==> src/rtl/alu_issue_ctrl.sv <==
// Instruction sequencer: fetches 16-bit words over a valid/ready stream, decodes them,
// and issues one single-cycle register-file/ALU command per instruction.
module alu_issue_ctrl #(
   parameter int unsigned          ADDR_W     = 16,
   parameter logic [ADDR_W-1:0]    RESET_ADDR = '0,
   parameter logic [7:0]           MAX_OPT    = 8'h10
) (
   input  logic              clk,
   input  logic              n_rst,
   input  logic              i_start,
   input  logic              i_instr_valid,
   input  logic [15:0]       i_instr,
   output logic              o_instr_ready,
   output logic [ADDR_W-1:0] o_fetch_addr,
   output logic [7:0]        o_reg_selector,
   output logic              o_regop,
   output logic              o_store_in_reg,
   output logic [15:0]       o_data,
   output logic [7:0]        o_option,
   output logic              o_busy,
   output logic              o_halted,
   output logic              o_illegal
);

   localparam int unsigned REG_W = 3;

   localparam logic [1:0] CLS_ALU  = 2'b00;
   localparam logic [1:0] CLS_LDI  = 2'b01;
   localparam logic [1:0] CLS_NOP  = 2'b10;
   localparam logic [1:0] CLS_HALT = 2'b11;

   typedef enum logic [2:0] {
      S_IDLE,
      S_FETCH,
      S_IMM,
      S_ISSUE,
      S_HALTED
   } state_t;

   state_t            state_q, state_nxt;
   logic [REG_W-1:0]  pend_dst_q, pend_dst_nxt;
   logic [ADDR_W-1:0] addr_nxt;
   logic [7:0]        sel_nxt;
   logic [7:0]        opt_nxt;
   logic [15:0]       data_nxt;
   logic              regop_nxt;
   logic              store_nxt;
   logic              illegal_nxt;
   logic              ready_nxt;
   logic              busy_nxt;
   logic              halted_nxt;

   logic              take;
   logic [1:0]        w_cls;
   logic [REG_W-1:0]  w_dst;
   logic [REG_W-1:0]  w_src;
   logic [7:0]        w_opt;
   logic              w_opt_legal;

   // Instruction word field decode and handshake qualifier
   always_comb begin
      take        = o_instr_ready & i_instr_valid;
      w_cls       = i_instr[15:14];
      w_dst       = i_instr[13:11];
      w_src       = i_instr[10:8];
      w_opt       = i_instr[7:0];
      w_opt_legal = (w_opt <= MAX_OPT) || (w_opt == 8'hFF);
   end

   // State register and registered outputs
   always_ff @(posedge clk or negedge n_rst) begin
      if (!n_rst) begin
         state_q        <= S_IDLE;
         pend_dst_q     <= '0;
         o_fetch_addr   <= RESET_ADDR;
         o_reg_selector <= '0;
         o_option       <= '0;
         o_data         <= '0;
         o_regop        <= 1'b0;
         o_store_in_reg <= 1'b0;
         o_illegal      <= 1'b0;
         o_instr_ready  <= 1'b0;
         o_busy         <= 1'b0;
         o_halted       <= 1'b0;
      end else begin
         state_q        <= state_nxt;
         pend_dst_q     <= pend_dst_nxt;
         o_fetch_addr   <= addr_nxt;
         o_reg_selector <= sel_nxt;
         o_option       <= opt_nxt;
         o_data         <= data_nxt;
         o_regop        <= regop_nxt;
         o_store_in_reg <= store_nxt;
         o_illegal      <= illegal_nxt;
         o_instr_ready  <= ready_nxt;
         o_busy         <= busy_nxt;
         o_halted       <= halted_nxt;
      end
   end

   // Next-state and next-output decode; strobes default low so each lasts one cycle
   always_comb begin
      state_nxt    = state_q;
      pend_dst_nxt = pend_dst_q;
      addr_nxt     = o_fetch_addr;
      sel_nxt      = o_reg_selector;
      opt_nxt      = o_option;
      data_nxt     = o_data;
      regop_nxt    = 1'b0;
      store_nxt    = 1'b0;
      illegal_nxt  = 1'b0;

      case (state_q)
         S_IDLE: begin
            if (i_start) state_nxt = S_FETCH;
         end
         S_FETCH: begin
            if (take) begin
               addr_nxt = o_fetch_addr + ADDR_W'(1);
               case (w_cls)
                  CLS_ALU: begin
                     if (w_opt_legal) begin
                        sel_nxt   = {1'b0, w_dst, 1'b0, w_src};
                        opt_nxt   = w_opt;
                        regop_nxt = 1'b1;
                        state_nxt = S_ISSUE;
                     end else begin
                        illegal_nxt = 1'b1;
                     end
                  end
                  CLS_LDI: begin
                     pend_dst_nxt = w_dst;
                     state_nxt    = S_IMM;
                  end
                  CLS_NOP:  state_nxt = S_FETCH;
                  CLS_HALT: state_nxt = S_HALTED;
                  default:  state_nxt = S_FETCH;
               endcase
            end
         end
         S_IMM: begin
            if (take) begin
               addr_nxt  = o_fetch_addr + ADDR_W'(1);
               data_nxt  = i_instr;
               sel_nxt   = {5'b0, pend_dst_q};
               store_nxt = 1'b1;
               state_nxt = S_ISSUE;
            end
         end
         S_ISSUE: begin
            state_nxt = S_FETCH;
         end
         S_HALTED: begin
            if (i_start) state_nxt = S_FETCH;
         end
         default: state_nxt = S_IDLE;
      endcase

      ready_nxt  = (state_nxt == S_FETCH) || (state_nxt == S_IMM);
      busy_nxt   = (state_nxt == S_FETCH) || (state_nxt == S_IMM) || (state_nxt == S_ISSUE);
      halted_nxt = (state_nxt == S_HALTED);
   end

endmodule
==> config.mk <==
export PLATFORM = sky130hd
export DESIGN_NAME = alu_issue_ctrl
export DESIGN_NICKNAME = d
export VERILOG_FILES = /design/src/rtl/alu_issue_ctrl.sv
export SDC_FILE = /design/constraint.sdc
export NUM_CORES = 1
export LEC_CHECK = 0
export ABC_CLOCK_PERIOD_IN_PS = 3800
export CAP_MARGIN = 20
export CORE_MARGIN = 8
export CORE_UTILIZATION = 50
export DETAILED_ROUTE_END_ITERATION = 8
export PLACE_DENSITY = 0.84
export SLEW_MARGIN = 0
export SYNTH_ARGS = -nofsm -noshare
export SYNTH_HDL_FRONTEND = slang
export SYNTH_SLANG_ARGS = --single-unit
==> constraint.sdc <==
create_clock -name clk -period 3.8 [get_ports clk]
set_clock_uncertainty 0.1 [all_clocks]
set_input_delay 0.76 -clock clk [delete_from_list [all_inputs] [get_ports clk]]
set_output_delay 0.76 -clock clk [all_outputs]
set_load 0.005 [all_outputs]
==> impl_metrics.yaml, run 1 <==
outcome:
  status: "complete, no violations"
worst_setup_path:
  cp-start-kind: "input port"
  required_ns: 3.93
  reg2reg_depth: 4
  cp-end-kind: "flip-flop"
  cp_max_fo: 9
  reg2reg_to: "o_reg_selector[1]$_DFFE_PN0P_"
  timing.critical_path.from: "i_instr[1]"
  endpoint: "o_option[1]$_DFFE_PN0P_"
  worstPathArrival_ns: 2.60
  critPathKind: "in -> reg"
  crit-reg2reg-launch: "state_q[1]$_DFF_PN0_"
  r2r_slack_ns: 1.76
place:
  place_area_sq_mm: 0.003253
  io_buffers: 71
  gp_congestion: 0.7553
  dp.cells: 319
  dp_hpwl_mm: 4.145
sta:
  fmax_mhz: 404.3
  slew_viol_final: 0
  fin_crit_ns: 2.473
  slew_headroom_pct: 44.95
  setup_tns_ns: 0
  rsz0062_at_grt: "false"
  hold_viol: 0
  timing.final.crit_share_pct: 65.08
  finalSetupViolCount: 0
  worst_pin_slew_ns: 0.8258
global_routing:
  grtUsageTotal_pct: 16.40
  overflow: 0
  grt_pass1_vias: 1795
  grt_max_degree: 39
  antenna_found_initial: 0
  grt_pass1_wl_mm: 9.246
floorplan:
  fp.dieArea_sq_mm: 0.007469
  die_height_um: 86.43
  io_pins: 74
  rows: 25
  start_util_pct: 52.16
  core_region_area_sq_mm: 0.004755
  chipWidth_um: 86.43
cells_and_area:
  nets: 284
  fin_area_sq_mm: 0.003457
  top_regs: "o_data x16, o_fetch_addr x16, o_option x8"
  final_common_cell: "clkdlybuf4s50_1"
  syn2layout_area_growth_pct: 39.40
  diodes: 0
  drive_gt1_share_pct: 23.13
  fin_cells: 335
  layout_common_cells: "clkdlybuf4s50_1, dfrtp_1, mux2_2"
clock_network:
  cts_setup_buffers: 0
  ctsHoldBuffers: 0
  cts_max_level: 3
  clk_pin_slew_ns: 0.07
  clock-sinks: 58
  ctsLongestPathBuffers: 2
  cts_resized: 0
  ctsRootBufferMaster: "clkbuf_8"
  numCtsBuffers: 9
  cts_tree: "done"
  clock_latency_ns: 0.35
yosys:
  syn_avg_cell_area_sq_um: 13.40
  ys_types: 41
  synthCells: 185
  ys_ff_latch: 58
  mappedNetlistArea_sq_mm: 0.002480
  synth_edf_count: 0
  synthArstFlopShare_pct: 100.0
  synth_ff_type: "dfrtp_1"
  seq_area_frac_synth_pct: 58.53
  yosys_warnings: 0
drt:
  wl_per_cell_um: 17.07
  drt-vias-per-instance: 5.152
  wl_met2_mm: 2.798
  drc: 0
  m1WireLength_mm: 2.438
  drt-total-wl_mm: 5.720
  drtAntennaViolNets: 0
  drtIter0Drc: 81
  highest_layer: "met4"
  met3_length_um: 390
  first_pass_iters: 4
  vias: 1726
run:
  cap_violations: 0
min_path:
  hold_depth: 1
  hp-class: "reg -> reg"
pwr:
  vdd_drop_max_mv: 0.5071
  powerDensity_mw_per_mm2: 599.1
  p_leak_nw: 1.567
[how the worst min path moves through the flow]
stage / startpoint / end / slack [ns]
2_1_floorplan: n_rst / o_busy$_DFF_PN0_ / 0.36
4_1_cts: o_fetch_addr[15]$_DFFE_PN0P_ / o_fetch_addr[15]$_DFFE_PN0P_ / 0.39
5_1_grt: o_fetch_addr[4]$_DFFE_PN0P_ / o_fetch_addr[4]$_DFFE_PN0P_ / 0.41
6_report: o_fetch_addr[15]$_DFFE_PN0P_ / o_fetch_addr[15]$_DFFE_PN0P_ / 0.39
3_5_place_dp: o_fetch_addr[15]$_DFFE_PN0P_ / o_fetch_addr[15]$_DFFE_PN0P_ / 0.38
3_3_place_gp: o_fetch_addr[15]$_DFFE_PN0P_ / o_fetch_addr[15]$_DFFE_PN0P_ / 0.38
[Yosys cell counts, types with 2 or more instances]
cell type,number,share of area [%]
nor3_1,10,2.0
nor4_4,2,1.7
buf_2,3,0.61
mux2_2,35,16
nor2_1,9,1.4
dfrtp_1,58,59
nand3_1,5,1.0
xnor2_1,6,2.1
nand2_1,7,1.1
inv_1,4,0.61
a22o_1,3,1.1
xor2_1,10,3.5
or4b_1,2,0.81
buf_4,2,0.61
nand4_1,3,0.76
[stage by stage]
step	utilization [%]	total power, mW	hold slack (ns)	worst slack (ns)
finish	72.71	2.071	0.3926	1.327
global route	72.71	2.191	0.4133	1.236
CTS	72.71	2.100	0.3895	1.341
detailed placement	68.42	1.512	0.3794	0.9951
global placement	68.42	1.492	0.3777	1.029
floorplan	-	1.146	0.3644	1.646
[worst max-delay path, cell delays in order]
cell             delay, ns
clkdlybuf4s50_1       0.48
o41ai_1               0.38
o2bb2ai_1             0.29
nand3b_2              0.33
mux2_2                0.36
[metal layers]
layer	GRT usage [%]	up-vias
met5	0	-
met4	7.981	0
met3	7.089	10
met2	25.42	53
met1	18.99	851
li1	-	812
[power breakdown]
part | switching [mW] | internal, mW
logic | 0.211 | 0.398
clock network | 0.243 | 0.335
registers | 0.110 | 0.774
total | 0.565 | 1.51
[cells by family (layout without fill, tap and decap cells)]
group	count (synthesis)	in the layout	share of synthesized area (%)
AO/OA/AOI/OAI	10	10	3.633
flip-flops	58	58	58.53
buffers and inverters	12	94	2.320
AND/OR/NAND/NOR	52	52	13.32
adder cells (fa/ha/maj)	1	1	0.5045
XOR/XNOR	16	16	5.651
other	1	2	0.1512
multiplexers	35	35	15.89
[layout make-up]
cell class                 count  area, sq um
tap                           67        83.83
inverter                       4        15.01
clock buffer                  11        151.4
multi-input combinational    116        974.7
fill                         347         1297
clock inverter                 5        52.55
timing repair buffer          74        728.2
sequential                    58         1451
(Power assumes the default switching activity.)
==> run 2, diff against run 1 <==
- ABC_CLOCK_PERIOD_IN_PS: 3800 -> 2400
- CORE_UTILIZATION: 50 -> 47
- PLACE_DENSITY: 0.84 -> 0.8
- clock period: 3.8 -> 2.4 ns (I/O delays scaled with it)
==> impl_metrics.yaml, run 2 (synthesis results as in run 1) <==
outcome:
  status: "complete, no violations"
global_routing:
  antenna_found_initial: 0
  grt_pass1_wl_mm: 9.266
  grtUsageTotal_pct: 15.75
  overflow: 0
  grt_pass1_vias: 1882
  grt_max_degree: 27
place:
  place_ws_ns: -0.008524
  gp_congestion: 0.8273
  dp_hpwl_mm: 4.188
  io_buffers: 71
  place_area_sq_mm: 0.003344
  dp.cells: 332
drt:
  drtIter0Drc: 55
  vias: 1768
  drt-total-wl_mm: 5.608
  wl_per_cell_um: 16.07
  highest_layer: "met4"
  drt-vias-per-instance: 5.066
  met3_length_um: 540
  wl_met2_mm: 2.555
  first_pass_iters: 4
  drtAntennaViolNets: 0
  drc: 0
  m1WireLength_mm: 2.423
cells_and_area:
  diodes: 0
  final_common_cell: "clkdlybuf4s50_1"
  multiInputGateArea_sq_um: 974.7
  nets: 295
  drive_gt1_share_pct: 25.09
  layout_common_cells: "clkdlybuf4s50_1, dfrtp_1, mux2_2"
  top_regs: "o_data x16, o_fetch_addr x16, o_option x8"
  fin_cells: 349
  syn2layout_area_growth_pct: 42.63
  n_fill_cell: 407
  seq_area_sq_mm: 0.001451
  fin_area_sq_mm: 0.003537
clock_network:
  ctsRootBufferMaster: "clkbuf_8"
  cts_max_level: 3
  clk_pin_slew_ns: 0.06
  numCtsBuffers: 9
  cts_setup_buffers: 0
  cts_tree: "done"
  clock_latency_ns: 0.33
  ctsLongestPathBuffers: 2
  clock-sinks: 58
floorplan:
  fp.dieArea_sq_mm: 0.007857
  start_util_pct: 48.55
  die_height_um: 88.64
  io_pins: 74
  core_region_area_sq_mm: 0.005107
  rows: 26
  chipWidth_um: 88.64
worst_setup_path:
  crit_slowest_cell: "clkdlybuf4s50_1"
  cp_max_fo: 9
  required_ns: 2.52
  worstPathArrival_ns: 2.19
  max_stage_delay_ns: 0.47
  critPathKind: "in -> reg"
  path_cells: "clkdlybuf4s50_1 > nand2_1 > buf_4 > nor4_4 > nand3b_2 > mux2_2"
  reg2reg_depth: 4
  cp_top_family: "simple AND/OR/NAND/NOR gates"
  cp_num_cells: 6
  crit_buf_inv: 2
  cp-end-kind: "flip-flop"
  cp-start-kind: "input port"
sta:
  finalSetupViolCount: 0
  slew_viol_final: 0
  fmax_mhz: 483.0
  hold_viol: 0
  fin_crit_ns: 2.071
  final.setup.worst_slack_ns: 0.3294
  rsz0062_at_grt: "false"
  setup_tns_ns: 0
  timing.final.crit_share_pct: 86.28
min_path:
  hp-class: "reg -> reg"
  hold_depth: 1
pwr:
  vdd_drop_max_mv: 0.6011
  p_leak_nw: 1.616
  powerDensity_mw_per_mm2: 904.1
run:
  cap_violations: 0
[run 2: power breakdown]
group / total [mW] / internal [mW] / switching, mW
sequential: 1.39 / 1.23 / 0.168
clock: 0.815 / 0.456 / 0.358
combinational: 0.990 / 0.649 / 0.341
total: 3.20 / 2.33 / 0.867
[run 2: per-layer routing]
metal | track usage (%) | vias to the layer above
li1 | - | 826
met1 | 19.50 | 868
met2 | 23.05 | 65
met3 | 6.964 | 9
met4 | 7.066 | 0
met5 | 0 | -
[run 2: final timing paths]
kind,start,to,slack [ns]
worst max-delay path,i_instr_valid,o_option[2]$_DFFE_PN0P_,0.33
worst min-delay path,o_fetch_addr[15]$_DFFE_PN0P_,o_fetch_addr[15]$_DFFE_PN0P_,0.38
worst max register to register,state_q[1]$_DFF_PN0_,o_reg_selector[2]$_DFFE_PN0P_,0.38
worst min register to register,o_fetch_addr[15]$_DFFE_PN0P_,o_fetch_addr[15]$_DFFE_PN0P_,0.38
max in group asynchronous,n_rst,o_store_in_reg$_DFF_PN0_,1.11
min in group asynchronous,n_rst,o_option[7]$_DFFE_PN0P_,0.51
[run 2: repair_timing]
item / CTS / global route
resized for setup: 0 / 0
hold buffers: 1 / 0
endpoints found under the hold margin: 16 / 0
[run 2: final cells by class]
class	count	share of cell area, %
repair buffers	85	23.35
well taps	70	2.476
flip-flops and latches	58	41.03
inverters	4	0.4245
clock buffers	14	4.882
clock inverters	2	0.2830
multi-input cells	116	27.56
[run 2: worst reg2reg max path, delay by kind of cell (launching register included)]
| family | cells | cell delay (ns) |
|---|---|---|
| DFF | 1 | 0.46 |
| AOI/OAI and AO/OA | 1 | 0.38 |
| and+or+nand+nor | 2 | 0.58 |
| muxes | 1 | 0.38 |
[run 2: per-stage QoR]
step                power (mW)  hold slack [ns]  util (%)
detailed placement       2.415           0.3451     65.48
finish                   3.198           0.3774     69.26
CTS                      3.256           0.3800     69.26
global route             3.410           0.3852     69.26
global placement         2.385           0.3351     65.48
floorplan                1.814          0.08441         -
==> run 3, diff against run 2 <==
- ABC_CLOCK_PERIOD_IN_PS: 2400 -> 2700
- CORE_UTILIZATION: 47 -> 50
- PLACE_DENSITY: 0.8 -> 0.84
- clock period: 2.4 -> 2.7 ns (I/O delays scaled with it)
==> impl_metrics.yaml, run 3 (synthesis results as in run 1) <==
sta:
  hold_viol: 0
  fin_crit_ns: 2.291
  timing.final.crit_share_pct: 84.87
  slew_headroom_pct: 46.72
  slew_viol_final: 0
  worst_pin_slew_ns: 0.7991
  fmax_mhz: 436.4
  final.setup.worst_slack_ns: 0.4086
  setup_tns_ns: 0
  rsz0062_at_grt: "false"
  finalSetupViolCount: 0
pwr:
  vdd_drop_max_mv: 0.5478
  p_leak_nw: 1.567
  powerDensity_mw_per_mm2: 839.4
floorplan:
  core_region_area_sq_mm: 0.004755
  io_pins: 74
  fp.dieArea_sq_mm: 0.007469
  chipWidth_um: 86.43
  start_util_pct: 52.16
  rows: 25
  die_height_um: 86.43
worst_setup_path:
  path_cells: "clkdlybuf4s50_1 > nand2_1 > or4b_1 > nor3_1 > xor2_1"
  worstPathArrival_ns: 2.44
  cp_max_fo: 6
  crit_slowest_cell: "or4b_1"
  required_ns: 2.85
  crit_buf_inv: 1
  max_stage_delay_ns: 0.72
  critPathKind: "in -> reg"
  cp_top_family: "simple AND/OR/NAND/NOR gates"
  cp-end-kind: "flip-flop"
  cp-start-kind: "input port"
cells_and_area:
  fin_cells: 335
  top_regs: "o_data x16, o_fetch_addr x16, o_option x8"
  layout_common_cells: "clkdlybuf4s50_1, dfrtp_1, mux2_2"
  nets: 284
  diodes: 0
  syn2layout_area_growth_pct: 39.66
  final_common_cell: "clkdlybuf4s50_1"
  n_fill_cell: 330
  drive_gt1_share_pct: 22.01
  fin_area_sq_mm: 0.003463
global_routing:
  overflow: 0
  grt_pass1_wl_mm: 9.011
  antenna_found_initial: 0
  grtUsageTotal_pct: 15.83
  grt_pass1_vias: 1729
  grt_max_degree: 36
clock_network:
  clock_latency_ns: 0.33
  ctsRootBufferMaster: "clkbuf_8"
  ctsHoldBuffers: 0
  ctsLongestPathBuffers: 2
  cts_resized: 0
  clock-sinks: 58
  clk_pin_slew_ns: 0.06
  cts_setup_buffers: 0
  cts_max_level: 3
  numCtsBuffers: 9
  cts_tree: "done"
drt:
  drtIter0Drc: 103
  vias: 1728
  drt-vias-per-instance: 5.158
  wl_per_cell_um: 16.75
  drtAntennaViolNets: 0
  drc: 0
  first_pass_iters: 4
  drt-total-wl_mm: 5.611
run:
  cap_violations: 0
place:
  gp_congestion: 0.7798
  dp.cells: 319
  io_buffers: 71
  place_area_sq_mm: 0.003266
  dp_hpwl_mm: 4.069
  place_ws_ns: 0.1283
outcome:
  status: "complete, no violations"
min_path:
  hp-class: "in -> async"
==> run 3: worst paths after layout <==
| path | start | endpoint | slack (ns) | depth (start not counted) |
|---|---|---|---|---|
| max in group asynchronous | n_rst | o_halted$_DFF_PN0_ | 1.70 | 2 |
| worst max-delay path | i_instr_valid | o_fetch_addr[13]$_DFFE_PN0P_ | 0.41 | 5 |
| min in group clk | o_fetch_addr[15]$_DFFE_PN0P_ | o_fetch_addr[15]$_DFFE_PN0P_ | 0.38 | 1 |
| worst max register to register | state_q[0]$_DFF_PN0_ | o_reg_selector[0]$_DFFE_PN0P_ | 0.66 | 4 |
| worst min-delay path | n_rst | o_option[7]$_DFFE_PN0P_ | 0.20 | 1 |
| worst min register to register | o_fetch_addr[15]$_DFFE_PN0P_ | o_fetch_addr[15]$_DFFE_PN0P_ | 0.38 | 1 |
==> run 3: final cells by class <==
| class | instances | area, sq um | share of cell area, % |
|---|---|---|---|
| clock buffer | 14 | 162.7 | 4.697 |
| clock inverter | 2 | 35.03 | 1.012 |
| inverter | 4 | 15.01 | 0.4335 |
| multi-input combinational | 116 | 974.7 | 28.14 |
| sequential | 58 | 1451 | 41.91 |
| tap | 67 | 83.83 | 2.421 |
| timing repair buffer | 74 | 740.7 | 21.39 |
==> run 3: worst register-to-register path: cells and delay by family, from the launching register on <==
family,cells,cell delay [ns]
flops,1,0.48
simple gates,2,0.59
mux,1,0.39
compound gates,1,0.37
==> run 3: layer usage <==
| metal | up-vias | track usage [%] | wire length [um] |
|---|---|---|---|
| met4 | 0 | 7.512 | 106 |
| met3 | 9 | 5.009 | 345 |
| li1 | 816 | - | - |
| met1 | 845 | 19.03 | 2379 |
| met5 | - | 0 | 0 |
| met2 | 58 | 25.14 | 2780 |
==> run 3: report_power, final <==
part / total (mW) / switching, mW / internal, mW / leakage [nW]
logic: 0.864 / 0.301 / 0.563 / 0.713
clock network: 0.795 / 0.319 / 0.476 / 0.101
registers: 1.25 / 0.159 / 1.09 / 0.753
==> run 3: per-stage QoR <==
step | utilization [%] | power (mW) | hold WS (ns)
CTS | 72.84 | 2.943 | 0.2119
floorplan | - | 1.613 | 0.1444
global placement | 68.68 | 2.108 | 0.3778
global route | 72.84 | 3.060 | 0.2614
detailed placement | 68.68 | 2.135 | 0.3706
finish | 72.84 | 2.907 | 0.1964
